### src/rtl/spi_xfer_sequencer.sv
`default_nettype none
// ============================================================================
//  Module   : spi_xfer_sequencer
//  Purpose  : Round-robin arbiter and byte-transfer sequencer sharing one
//             SPI_TOP master among NREQ requesters. For each grant it loads
//             CONFIG_REG/DATA_SHIFT_REG, strobes SEL_DATA then SEL_CMD, waits
//             for the RX interrupt (or a timeout), clears the interrupts and
//             returns the received byte with a one-cycle done pulse.
//  Revision : 1.0 - initial release
// ============================================================================
module spi_xfer_sequencer #(
  parameter int NREQ    = 2,
  parameter int TIMEOUT = 4096,
  localparam int TW     = $clog2(TIMEOUT + 1),
  localparam int OW     = $clog2(NREQ)
) (
  input  logic                 PCLK,
  input  logic                 PRESET,
  input  logic [NREQ-1:0]      req,
  input  logic [16*NREQ-1:0]   cfg,
  input  logic [8*NREQ-1:0]    tx,
  output logic [NREQ-1:0]      done,
  output logic [7:0]           rx_data,
  output logic                 err,
  output logic                 busy,
  output logic [OW-1:0]        owner,
  output logic [15:0]          CONFIG_REG,
  output logic [7:0]           DATA_SHIFT_REG,
  output logic                 SEL_DATA,
  output logic                 SEL_CMD,
  output logic [1:0]           SPI_INT_CLR,
  input  logic [1:0]           SPI_INT,
  input  logic [7:0]           RX_REG
);

  localparam logic [2:0] S_IDLE  = 3'd0;
  localparam logic [2:0] S_LOAD  = 3'd1;
  localparam logic [2:0] S_START = 3'd2;
  localparam logic [2:0] S_WAIT  = 3'd3;
  localparam logic [2:0] S_CLEAR = 3'd4;
  localparam logic [2:0] S_DONE  = 3'd5;

  localparam logic [OW:0]   NREQ_W   = NREQ[OW:0];
  localparam logic [OW-1:0] LAST_IDX = OW'(NREQ - 1);
  localparam logic [TW-1:0] CNT_LAST = TW'(TIMEOUT - 1);

  logic [2:0]      state_q, state_d;
  logic [OW-1:0]   owner_q, owner_d;
  logic [OW-1:0]   rr_q, rr_d;
  logic [15:0]     cfg_q, cfg_d;
  logic [7:0]      dsr_q, dsr_d;
  logic [7:0]      rx_q, rx_d;
  logic            err_q, err_d;
  logic [TW-1:0]   cnt_q, cnt_d;
  logic            sel_data_q, sel_data_d;
  logic            sel_cmd_q, sel_cmd_d;
  logic [1:0]      clr_q, clr_d;
  logic [NREQ-1:0] done_q, done_d;
  logic            busy_q;

  // TX interrupt is only ever cleared, never observed.
  logic w_unused_tx_int;
  assign w_unused_tx_int = SPI_INT[0];

  // Requests rotated so that the rr pointer lands on bit 0, then the lowest
  // set bit is isolated; its position is the offset from the pointer.
  logic [NREQ-1:0] w_rot;
  logic [NREQ-1:0] w_first;
  logic [OW-1:0]   w_off;
  logic [OW:0]     w_sum;
  logic [OW-1:0]   w_grant;
  logic [OW-1:0]   w_rr_next;
  logic [15:0]     w_cfg_arr [NREQ];
  logic [7:0]      w_tx_arr  [NREQ];

  assign w_rot   = NREQ'({req, req} >> rr_q);
  assign w_first = w_rot & (~w_rot + NREQ'(1));

  for (genvar b = 0; b < OW; b++) begin : g_enc
    logic [NREQ-1:0] w_sel;
    for (genvar g = 0; g < NREQ; g++) begin : g_bit
      assign w_sel[g] = (((g >> b) & 1) != 0) ? w_first[g] : 1'b0;
    end
    assign w_off[b] = |w_sel;
  end

  for (genvar g = 0; g < NREQ; g++) begin : g_req
    assign w_cfg_arr[g] = cfg[16*g +: 16];
    assign w_tx_arr[g]  = tx[8*g +: 8];
  end

  // Pointer plus offset, wrapped modulo NREQ (works for non-power-of-2 NREQ).
  assign w_sum     = {1'b0, rr_q} + {1'b0, w_off};
  assign w_grant   = (w_sum >= NREQ_W) ? OW'(w_sum - NREQ_W) : w_sum[OW-1:0];
  assign w_rr_next = (w_grant == LAST_IDX) ? '0 : w_grant + OW'(1);

  // Next-state logic; every strobe is computed one cycle ahead so that the
  // outputs themselves come straight from flops.
  always_comb begin
    state_d    = state_q;
    owner_d    = owner_q;
    rr_d       = rr_q;
    cfg_d      = cfg_q;
    dsr_d      = dsr_q;
    rx_d       = rx_q;
    err_d      = err_q;
    cnt_d      = cnt_q;
    sel_data_d = 1'b0;
    sel_cmd_d  = 1'b0;
    clr_d      = 2'b00;
    done_d     = '0;
    case (state_q)
      S_IDLE: begin
        if (|req) begin
          state_d    = S_LOAD;
          owner_d    = w_grant;
          rr_d       = w_rr_next;
          // Force master mode (bit6) and full duplex (bit7 low).
          cfg_d      = {w_cfg_arr[w_grant][15:8], 1'b0, 1'b1,
                        w_cfg_arr[w_grant][5:0]};
          dsr_d      = w_tx_arr[w_grant];
          sel_data_d = 1'b1;
        end
      end
      S_LOAD: begin
        state_d   = S_START;
        sel_cmd_d = 1'b1;
      end
      S_START: begin
        state_d = S_WAIT;
        cnt_d   = '0;
      end
      S_WAIT: begin
        // A completion seen on the expiry cycle still counts as success.
        if (SPI_INT[1]) begin
          state_d = S_CLEAR;
          rx_d    = RX_REG;
          err_d   = 1'b0;
          clr_d   = 2'b11;
        end else if (cnt_q == CNT_LAST) begin
          state_d = S_CLEAR;
          rx_d    = 8'h00;
          err_d   = 1'b1;
          clr_d   = 2'b11;
        end else begin
          cnt_d = cnt_q + TW'(1);
        end
      end
      S_CLEAR: begin
        state_d = S_DONE;
        done_d  = NREQ'(1) << owner_q;
      end
      S_DONE: begin
        state_d = S_IDLE;
        err_d   = 1'b0;
      end
      default: begin
        state_d = S_IDLE;
      end
    endcase
  end

  // State and output registers with synchronous reset.
  always_ff @(posedge PCLK) begin
    if (PRESET) begin
      state_q    <= S_IDLE;
      owner_q    <= '0;
      rr_q       <= '0;
      cfg_q      <= 16'h0000;
      dsr_q      <= 8'h00;
      rx_q       <= 8'h00;
      err_q      <= 1'b0;
      cnt_q      <= '0;
      sel_data_q <= 1'b0;
      sel_cmd_q  <= 1'b0;
      clr_q      <= 2'b00;
      done_q     <= '0;
      busy_q     <= 1'b0;
    end else begin
      state_q    <= state_d;
      owner_q    <= owner_d;
      rr_q       <= rr_d;
      cfg_q      <= cfg_d;
      dsr_q      <= dsr_d;
      rx_q       <= rx_d;
      err_q      <= err_d;
      cnt_q      <= cnt_d;
      sel_data_q <= sel_data_d;
      sel_cmd_q  <= sel_cmd_d;
      clr_q      <= clr_d;
      done_q     <= done_d;
      busy_q     <= (state_d != S_IDLE);
    end
  end

  assign done           = done_q;
  assign rx_data        = rx_q;
  assign err            = err_q;
  assign busy           = busy_q;
  assign owner          = owner_q;
  assign CONFIG_REG     = cfg_q;
  assign DATA_SHIFT_REG = dsr_q;
  assign SEL_DATA       = sel_data_q;
  assign SEL_CMD        = sel_cmd_q;
  assign SPI_INT_CLR    = clr_q;

endmodule
`default_nettype wire

### config.mk
export PLATFORM = sky130hd
export DESIGN_NAME = spi_xfer_sequencer
export DESIGN_NICKNAME = d
export VERILOG_FILES = /design/src/rtl/spi_xfer_sequencer.sv
export SDC_FILE = /design/constraint.sdc
export NUM_CORES = 1
export LEC_CHECK = 0
export BUFFER_PORTS_ARGS = -buffer_cell sky130_fd_sc_hd__buf_2
export CAP_MARGIN = 20
export CORE_MARGIN = 10
export CORE_UTILIZATION = 50
export CTS_BUF_LIST = sky130_fd_sc_hd__clkbuf_4
export CTS_CLUSTER_SIZE = 10
export DETAILED_ROUTE_END_ITERATION = 7
export PLACE_DENSITY = 0.91
export SYNTH_ARGS = -nofsm -noshare
export SYNTH_HDL_FRONTEND = slang
export SYNTH_SLANG_ARGS = --single-unit
### constraint.sdc
create_clock -name PCLK -period 2.1 [get_ports PCLK]
set_clock_uncertainty 0.1 [all_clocks]
set_input_delay 0.21 -clock PCLK [delete_from_list [all_inputs] [get_ports PCLK]]
set_output_delay 0.21 -clock PCLK [all_outputs]
set_load 0.02 [all_outputs]
==> impl_metrics.json, run 1 <==
{
  "maxCapViolations": 0,
  "swShare_pct": 33.33,
  "pwr-share-seq_pct": 48.2,
  "power_w": 0.002579,
  "hp-start": "cfg[15]",
  "leakagePower_nw": 1.436,
  "worst_pin_slew_ns": 0.6038,
  "ys_types": 44,
  "power_frac_clock_pct": 23.3,
  "die_h_um": 90.94,
  "hold_viol_final": 0,
  "rsz0062_at_grt": "false",
  "numCtsBuffers": 5,
  "slew_headroom_pct": 58.71,
  "via_per_inst": 5.429,
  "drt-pass1-iter-count": 4,
  "critPathTopFamily": "compound AO/OA/AOI/OAI gates",
  "fmax_mhz": 507.1,
  "drc_errors": 0,
  "grt_usage_pct": 16.25,
  "io_buffers": 96,
  "endpoint_kind": "register",
  "cts_tree": "done",
  "path_max_fanout": 8,
  "postPlaceCellArea_sq_mm": 0.003054,
  "p_sw_w": 0.0008595,
  "vias": 2340,
  "crit_path_max_incr_delay_ns": 0.42,
  "synth_seq_cells": 56,
  "area_delta_synth_final_pct": 28.24,
  "avgSynthCellArea_sq_um": 9.678,
  "fin_crit_ns": 1.972,
  "syn-num-nets": 323,
  "antenna_found_initial": 0,
  "drt_iter0_drc": 89,
  "setup.worst_path.start_class": "register",
  "insertion_delay_ns": 0.39,
  "arrival_ns": 2.16,
  "path_class": "register to register",
  "setup_viol": 0,
  "cts_max_level": 2,
  "place_ws_ns": 0.07145,
  "overflow": 0,
  "power_frac_comb_pct": 28.5,
  "timing.final.ws_setup_ns": 0.1281,
  "startpoint": "cnt_q[1]$_SDFFE_PP0P_",
  "path_clk_slew_ns": 0.17,
  "synth-seq-area-share_pct": 44.55,
  "cpMaxStageDelayCell": "o41ai_4",
  "layout-drive-gt1-share_pct": 34.62,
  "finalCritPeriodShare_pct": 93.90,
  "postLayoutCellArea_sq_mm": 0.003227,
  "synth_edf_count": 0,
  "async_reset_ff_share_pct": 0,
  "core_area_sq_mm": 0.004786,
  "p_int_w": 0.001719,
  "synth_flop_cell": "dfxtp_1",
  "critical_path.cell_chain": "ha_1, nand3_2, o41ai_4, buf_4, a21oi_4, a22o_1",
  "wl_per_cell_um": 16.14,
  "setup-tns-final_ns": 0,
  "routed_wl_um": 6956,
  "slew_viol_final": 0,
  "mostFrequentLayoutCells": "buf_2 (96), dfxtp_1 (55), mux2i_1 (29)",
  "final_common_cell": "buf_2",
  "grt_pass1_vias": 2393,
  "clock-sinks": 56,
  "utilization_pct": 67.42,
  "antenna_left": 0,
  "status": "completed",
  "grt_start_max_net_pins": 27,
  "hp-class": "input pin to register",
  "r2r_start": "cnt_q[1]$_SDFFE_PP0P_",
  "ios": 103,
  "initial_core_util_pct": 52.58,
  "root_buffer": "clkbuf_4",
  "peakVddDrop_uv": 603.2,
  "rows": 25,
  "die_area_sq_mm": 0.008270,
  "die_w_um": 90.94,
  "required_ns": 2.29,
  "synth.cell_area_sq_mm": 0.002516,
  "synthCells": 260,
  "ys.warnings.count": 0,
  "power.density_mw_per_mm2": 799.1,
  "cp_num_buf_inv": 1,
  "clockBufferDepth": 2,
  "n_antenna_cell": 0,
  "place_congestion": 0.8799,
  "grt_pass1_wl_um": 11380,
  "hpwl_um": 5223,
  "nets": 426
}
[worst min-delay path: cells and delay by family]
kind	cells	cell delay, ns
buf+inv	1	0.10
compound gates	1	0.08
mux	1	0.12
[repair_timing]
action / 4_1_cts / 5_1_grt
gates resized for setup: 0 / 1
setup endpoints to repair: 0 / 7
endpoints found under the hold margin: 8 / 0
hold buffers: 8 / 0
buffers inserted: 0 / 1
[stage by stage]
stage | instances | hold WS (ns)
2_1_floorplan | 260 | 0.2356
3_3_place_gp | 414 | 0.3205
3_5_place_dp | 414 | 0.3254
4_1_cts | 430 | 0.02889
5_1_grt | 431 | 0.03047
6_report | 431 | 0.03796
[routing by layer]
layer | wire length (um) | track usage (%) | up-vias
met5 | 0 | 0 | -
met4 | 141 | 6.136 | 0
met3 | 656 | 6.831 | 13
met2 | 3439 | 27.68 | 92
met1 | 2719 | 17.58 | 1073
li1 | - | - | 1162
[cells in the mapped netlist, types with 3 or more instances]
cell type | number | share of area (%)
nand2b_1 | 8 | 2.0
a31oi_1 | 3 | 0.75
dfxtp_1 | 56 | 45
inv_1 | 6 | 0.90
a21oi_1 | 10 | 2.0
nand2_1 | 21 | 3.1
o21ai_0 | 5 | 0.99
buf_2 | 8 | 1.6
clkbuf_1 | 5 | 0.75
buf_4 | 5 | 1.5
mux2i_1 | 29 | 12
nor3_1 | 3 | 0.60
nor2_1 | 27 | 4.0
or4_1 | 4 | 1.2
a211oi_1 | 25 | 7.5
a22o_1 | 8 | 2.8
nand4_1 | 4 | 0.99
o31ai_1 | 3 | 0.90
[flip-flops by register name (all words and copies together), names as in the netlist]
| name | cells |
|---|---|
| err | 1 |
| owner | 1 |
| rx_data | 8 |
| state_q | 3 |
| busy | 1 |
| DATA_SHIFT_REG | 8 |
| SEL_DATA | 1 |
| done | 2 |
| rr_q | 1 |
| cnt_q | 13 |
| CONFIG_REG | 15 |
| SEL_CMD | 1 |
| SPI_INT_CLR | 1 |
[power groups by stage]
stage / combinational, W / clock [W] / sequential (W)
after floorplan: 0.000374 / 0 / 0.00138
after global routing: 0.000808 / 0.000648 / 0.00126
after detailed placement: 0.000728 / 0 / 0.00126
after global placement: 0.000709 / 0 / 0.00126
after CTS: 0.000739 / 0.000614 / 0.00124
final: 0.000735 / 0.000600 / 0.00124
[final timing paths]
path	slack, ns	cells past startpoint	to
worst max register to register	0.13	6	rx_data[6]$_SDFFE_PP0P_
worst min register to register	0.40	1	done[0]$_SDFF_PP0_
worst min-delay path	0.04	3	CONFIG_REG[15]$_SDFFE_PP0P_
worst max-delay path	0.13	6	rx_data[6]$_SDFFE_PP0P_
[final cells by class]
| cell class | count | area, sq um |
|---|---|---|
| inverter | 6 | 22.52 |
| timing repair buffer | 115 | 643.1 |
| clock inverter | 3 | 46.29 |
| tap | 67 | 83.83 |
| clock buffer | 5 | 37.54 |
| sequential | 56 | 1122 |
| multi-input combinational | 179 | 1271 |
| fill | 352 | 1559 |
[cell families after synthesis]
kind of cell | Yosys count | share of synthesized area (%)
muxes | 29 | 11.54
adders and majority gates | 2 | 0.8950
other | 1 | 0.1490
DFF | 56 | 44.56
buffers and inverters | 25 | 5.172
and+or+nand+nor | 81 | 17.50
AOI/OAI and AO/OA | 66 | 20.19
Power figures use the tool's default switching activity.
==> run 2: changes to the inputs <==
Settings changed: CORE_ASPECT_RATIO set to 1.4.
==> impl_metrics.json, run 2 (same netlist as run 1, synthesis figures left out) <==
{
  "status": "completed",
  "initial_core_util_pct": 51.56,
  "die_w_um": 79.96,
  "overflow": 0,
  "leakagePower_nw": 1.423,
  "grt_pass1_vias": 2615,
  "ios": 103,
  "mostFrequentLayoutCells": "buf_2 (96), dfxtp_1 (56), mux2i_1 (29)",
  "rsz0062_at_grt": "false",
  "hold_depth": 3,
  "fmax_mhz": 515.0,
  "postCtsResizedCells": 0,
  "finalCritPeriodShare_pct": 92.47,
  "wl_per_cell_um": 17.37,
  "arrival_ns": 2.13,
  "place_congestion": 0.8746,
  "routed_wl_um": 7400,
  "drc_errors": 0,
  "grt_pass1_wl_um": 12230,
  "rr_worst_depth": 6,
  "ff2ff_setup_slack_ns": 0.16,
  "slew_headroom_pct": 63.10,
  "grt_start_max_net_pins": 48,
  "slew_viol_final": 0,
  "layout-drive-gt1-share_pct": 33.70,
  "vias": 2433,
  "clockBufferDepth": 2,
  "hp-start": "cfg[8]",
  "path_clk_slew_ns": 0.16,
  "endpoint_kind": "register",
  "numCtsBuffers": 5,
  "placed_cells": 409,
  "reg2reg_to": "rx_data[3]$_SDFFE_PP0P_",
  "path_class": "register to register",
  "drt-pass1-iter-count": 5,
  "grt_usage_pct": 17.89,
  "n_antenna_cell": 0,
  "drt_iter0_drc": 125,
  "largest_reg_flops": 15,
  "nets": 424,
  "die_h_um": 103.9,
  "fin_crit_ns": 1.942,
  "die_area_sq_mm": 0.008310,
  "root_buffer": "clkbuf_4",
  "path_max_fanout": 8,
  "hp-class": "input pin to register",
  "maxCapViolations": 0,
  "clock-sinks": 56,
  "hpwl_um": 5655,
  "setup.worst_path.start_class": "register",
  "required_ns": 2.29,
  "io_buffers": 96,
  "r2r_start": "cnt_q[0]$_SDFFE_PP0P_",
  "final_common_cell": "buf_2",
  "insertion_delay_ns": 0.38,
  "area_delta_synth_final_pct": 26.80,
  "via_per_inst": 5.711,
  "peakVddDrop_uv": 502.4,
  "power.density_mw_per_mm2": 778.1,
  "antenna_left": 0,
  "antenna_found_initial": 0,
  "core_area_sq_mm": 0.004880,
  "rows": 30,
  "hold_viol_final": 0,
  "setup_viol": 0,
  "worst_pin_slew_ns": 0.5396,
  "setup-tns-final_ns": 0,
  "cts_max_level": 2,
  "cts_tree": "done",
  "hold_end": "CONFIG_REG[8]$_SDFFE_PP0P_",
  "layout.cells.non_filler": 426
}
## run 2: changes by cell type in the layout (fill, tap and decap cells not counted), sizes merged
| cell | before | now |
|---|---|---|
| clkinv | 0 | 2 |
| clkinvlp | 1 | 0 |
| buf | 107 | 105 |
| bufinv | 1 | 0 |
## run 2: metrics by stage
stage | instance area [sq um] | setup WS [ns] | power, W | hold slack [ns] | utilization [%]
floorplan | 2516 | 0.3510 | 0.001752 | 0.2356 | -
global placement | 3048 | 0.2600 | 0.001973 | 0.3194 | 62.46
detailed placement | 3048 | 0.1677 | 0.002010 | 0.3258 | 62.46
CTS | 3183 | 0.1314 | 0.002479 | 0.03538 | 65.23
global route | 3191 | 0.06682 | 0.002607 | 0.03629 | 65.38
finish | 3191 | 0.1581 | 0.002483 | 0.04647 | 65.38
## run 2: layer usage
layer	vias up	GRT usage, %	wire [um]
met5	-	0	0
met4	0	5.682	154
met3	20	7.526	620
met2	101	32.88	3919
met1	1153	16.96	2705
li1	1159	-	-
## run 2: final cells by class
cell class,instances,area [sq um]
clock buffer,5,37.54
clock inverter,3,17.52
fill,378,1689
inverter,6,22.52
multi-input combinational,179,1271
sequential,56,1121
tap,64,80.08
timing repair buffer,113,640.6
## run 2: how the worst max path moves through the flow
stage	from	endpoint	slack [ns]	cells past startpoint
2_1_floorplan	cnt_q[0]$_SDFFE_PP0P_	rx_data[0]$_SDFFE_PP0P_	0.35	6
3_3_place_gp	cnt_q[0]$_SDFFE_PP0P_	err$_SDFFE_PP0P_	0.26	6
3_5_place_dp	cnt_q[0]$_SDFFE_PP0P_	err$_SDFFE_PP0P_	0.17	6
4_1_cts	cnt_q[0]$_SDFFE_PP0P_	err$_SDFFE_PP0P_	0.13	6
5_1_grt	cnt_q[0]$_SDFFE_PP0P_	err$_SDFFE_PP0P_	0.07	6
6_report	cnt_q[0]$_SDFFE_PP0P_	rx_data[3]$_SDFFE_PP0P_	0.16	6
## run 2: power breakdown
group          leakage [nW]  internal (W)  switching (W)
Sequential            0.459       0.00117      0.0000713
Clock                0.0330      0.000130       0.000345
Combinational         0.931      0.000293       0.000468
Total                  1.42       0.00160       0.000884
## run 2: what timing repair did
| item | in CTS | in global routing |
|---|---|---|
| buffers inserted | 0 | 1 |
| hold buffers | 8 | 0 |
| hold endpoints to repair | 8 | 0 |
| endpoints found under the setup margin | 0 | 1 |
## run 2: worst max-delay path, cell delays in order (launching register included)
cell and delay, ns:
dfxtp_1 0.43, ha_1 0.21, nand3_2 0.19, o41ai_4 0.39, buf_4 0.18, a21oi_4 0.08, a22o_1 0.27
==> run 3: changes to the inputs <==
Settings changed: PLACE_DENSITY 0.91 to 0.88.
==> impl_metrics.json, run 3 (same netlist as run 1, synthesis figures left out) <==
{
  "status": "completed",
  "insertion_delay_ns": 0.38,
  "arrival_ns": 2.10,
  "slew_headroom_pct": 60.48,
  "crit_path_max_incr_delay_ns": 0.42,
  "postPlaceCellArea_sq_mm": 0.003040,
  "layout.cells.non_filler": 424,
  "cp_num_buf_inv": 1,
  "numCtsBuffers": 5,
  "cts_max_level": 2,
  "power_w": 0.002442,
  "path_max_fanout": 8,
  "required_ns": 2.29,
  "fin_crit_ns": 1.912,
  "slew_viol_final": 0,
  "cts_setup_buffers": 0,
  "p_sw_w": 0.0008486,
  "setup_viol": 0,
  "grt_pass1_wl_um": 11240,
  "hpwl_um": 5182,
  "initial_core_util_pct": 51.56,
  "leakagePower_nw": 1.412,
  "mostFrequentLayoutCells": "buf_2 (96), dfxtp_1 (56), mux2i_1 (29)",
  "cpMaxStageDelayCell": "dfxtp_1",
  "worst_pin_slew_ns": 0.5779,
  "drt_iter0_drc": 120,
  "rows": 30,
  "wl_met1_um": 2620,
  "antenna_left": 0,
  "postLayoutCellArea_sq_mm": 0.003176,
  "power.density_mw_per_mm2": 769.1,
  "hold_viol_final": 0,
  "ff2ff_setup_slack_ns": 0.19,
  "clock-sinks": 56,
  "n_antenna_cell": 0,
  "top_layer": "met4",
  "multi_input_area_sq_mm": 0.001271,
  "cts_tree": "done",
  "hp-class": "input pin to register",
  "path_class": "register to register",
  "drt-pass1-iter-count": 4,
  "final-seq-area_sq_mm": 0.001121,
  "n_fill_cell": 409,
  "setup-tns-final_ns": 0,
  "fmax_mhz": 523.0,
  "rsz0062_at_grt": "false",
  "die_area_sq_mm": 0.008310,
  "ios": 103,
  "nets": 422,
  "finalCritPeriodShare_pct": 91.06,
  "dr_wl_met2_um": 3363,
  "place_congestion": 0.8204,
  "wl_per_cell_um": 15.54,
  "maxCapViolations": 0,
  "grt_pass1_vias": 2432,
  "largest_reg_flops": 15,
  "peakVddDrop_uv": 627.4,
  "root_buffer": "clkbuf_4",
  "power_frac_comb_pct": 29.9,
  "path_clk_slew_ns": 0.15,
  "via_per_inst": 5.458,
  "swShare_pct": 34.75,
  "area_delta_synth_final_pct": 26.21,
  "power_frac_clock_pct": 19.1,
  "whs_ns": 0.05297,
  "placed_cells": 408,
  "vias": 2314,
  "die_h_um": 103.9,
  "core_area_sq_mm": 0.004880,
  "routed_wl_um": 6590,
  "dr_wl_met3_um": 500,
  "grt_usage_pct": 16.41,
  "die_w_um": 79.96,
  "final_common_cell": "buf_2",
  "critical_path.cell_chain": "ha_1, nand3_2, o41ai_4, buf_4, a21oi_4, a22o_1",
  "grt_start_max_net_pins": 48,
  "io_buffers": 96,
  "layout-drive-gt1-share_pct": 33.33,
  "endpoint_kind": "register",
  "drc_errors": 0,
  "overflow": 0,
  "setup.worst_path.start_class": "register",
  "clockBufferDepth": 2,
  "critPathTopFamily": "compound AO/OA/AOI/OAI gates",
  "p_int_w": 0.001594,
  "antenna_found_initial": 0,
  "pwr-share-seq_pct": 51.0
}
[run 3: final timing paths]
check                                           startpoint                          to  depth (start not counted)
worst max-delay path                 cnt_q[0]$_SDFFE_PP0P_     rx_data[6]$_SDFFE_PP0P_                          6
worst max register to register       cnt_q[0]$_SDFFE_PP0P_     rx_data[6]$_SDFFE_PP0P_                          6
worst min-delay path                                cfg[2]  CONFIG_REG[2]$_SDFFE_PP0P_                          3
worst min register to register  CONFIG_REG[6]$_SDFFE_PP0P_  CONFIG_REG[6]$_SDFFE_PP0P_                          1
[run 3: metrics by stage]
stage | worst slack (ns) | util, %
3_3_place_gp | 0.2744 | 62.31
2_1_floorplan | 0.3510 | -
4_1_cts | 0.1813 | 65.08
3_5_place_dp | 0.2130 | 62.31
6_report | 0.1878 | 65.08
5_1_grt | 0.1049 | 65.08
[run 3: timing repair]
item / in CTS / in global routing
resized for setup: 0 / 0
hold endpoints to repair: 8 / 0
hold buffers: 8 / 0
[run 3: worst min-delay path, cell delays in order]
cell and delay (ns):
buf_2 0.09, mux2i_1 0.12, a211oi_1 0.08
[run 3: metal layers]
metal | global-route usage [%] | up-vias
met2 | 28.41 | 84
met4 | 5.051 | 0
met3 | 6.401 | 10
met5 | 0 | -
li1 | - | 1156
met1 | 17.46 | 1064
[run 3: cell type report]
| class | instances | area share (%) |
|---|---|---|
| inverters | 6 | 0.7092 |
| clock inverters | 3 | 0.5516 |
| well taps | 64 | 2.522 |
| flip-flops and latches | 56 | 35.30 |
| multi-input cells | 179 | 40.03 |
| repair buffers | 111 | 19.70 |
| clock buffers | 5 | 1.182 |
[run 3: power groups by stage]
stage	logic (W)	registers, W	clock network (W)
after floorplan	0.000374	0.00138	0
after global placement	0.000707	0.00126	0
after detailed placement	0.000725	0.00127	0
after CTS	0.000738	0.00125	0.000479
after global routing	0.000802	0.00126	0.000524
final	0.000730	0.00125	0.000466
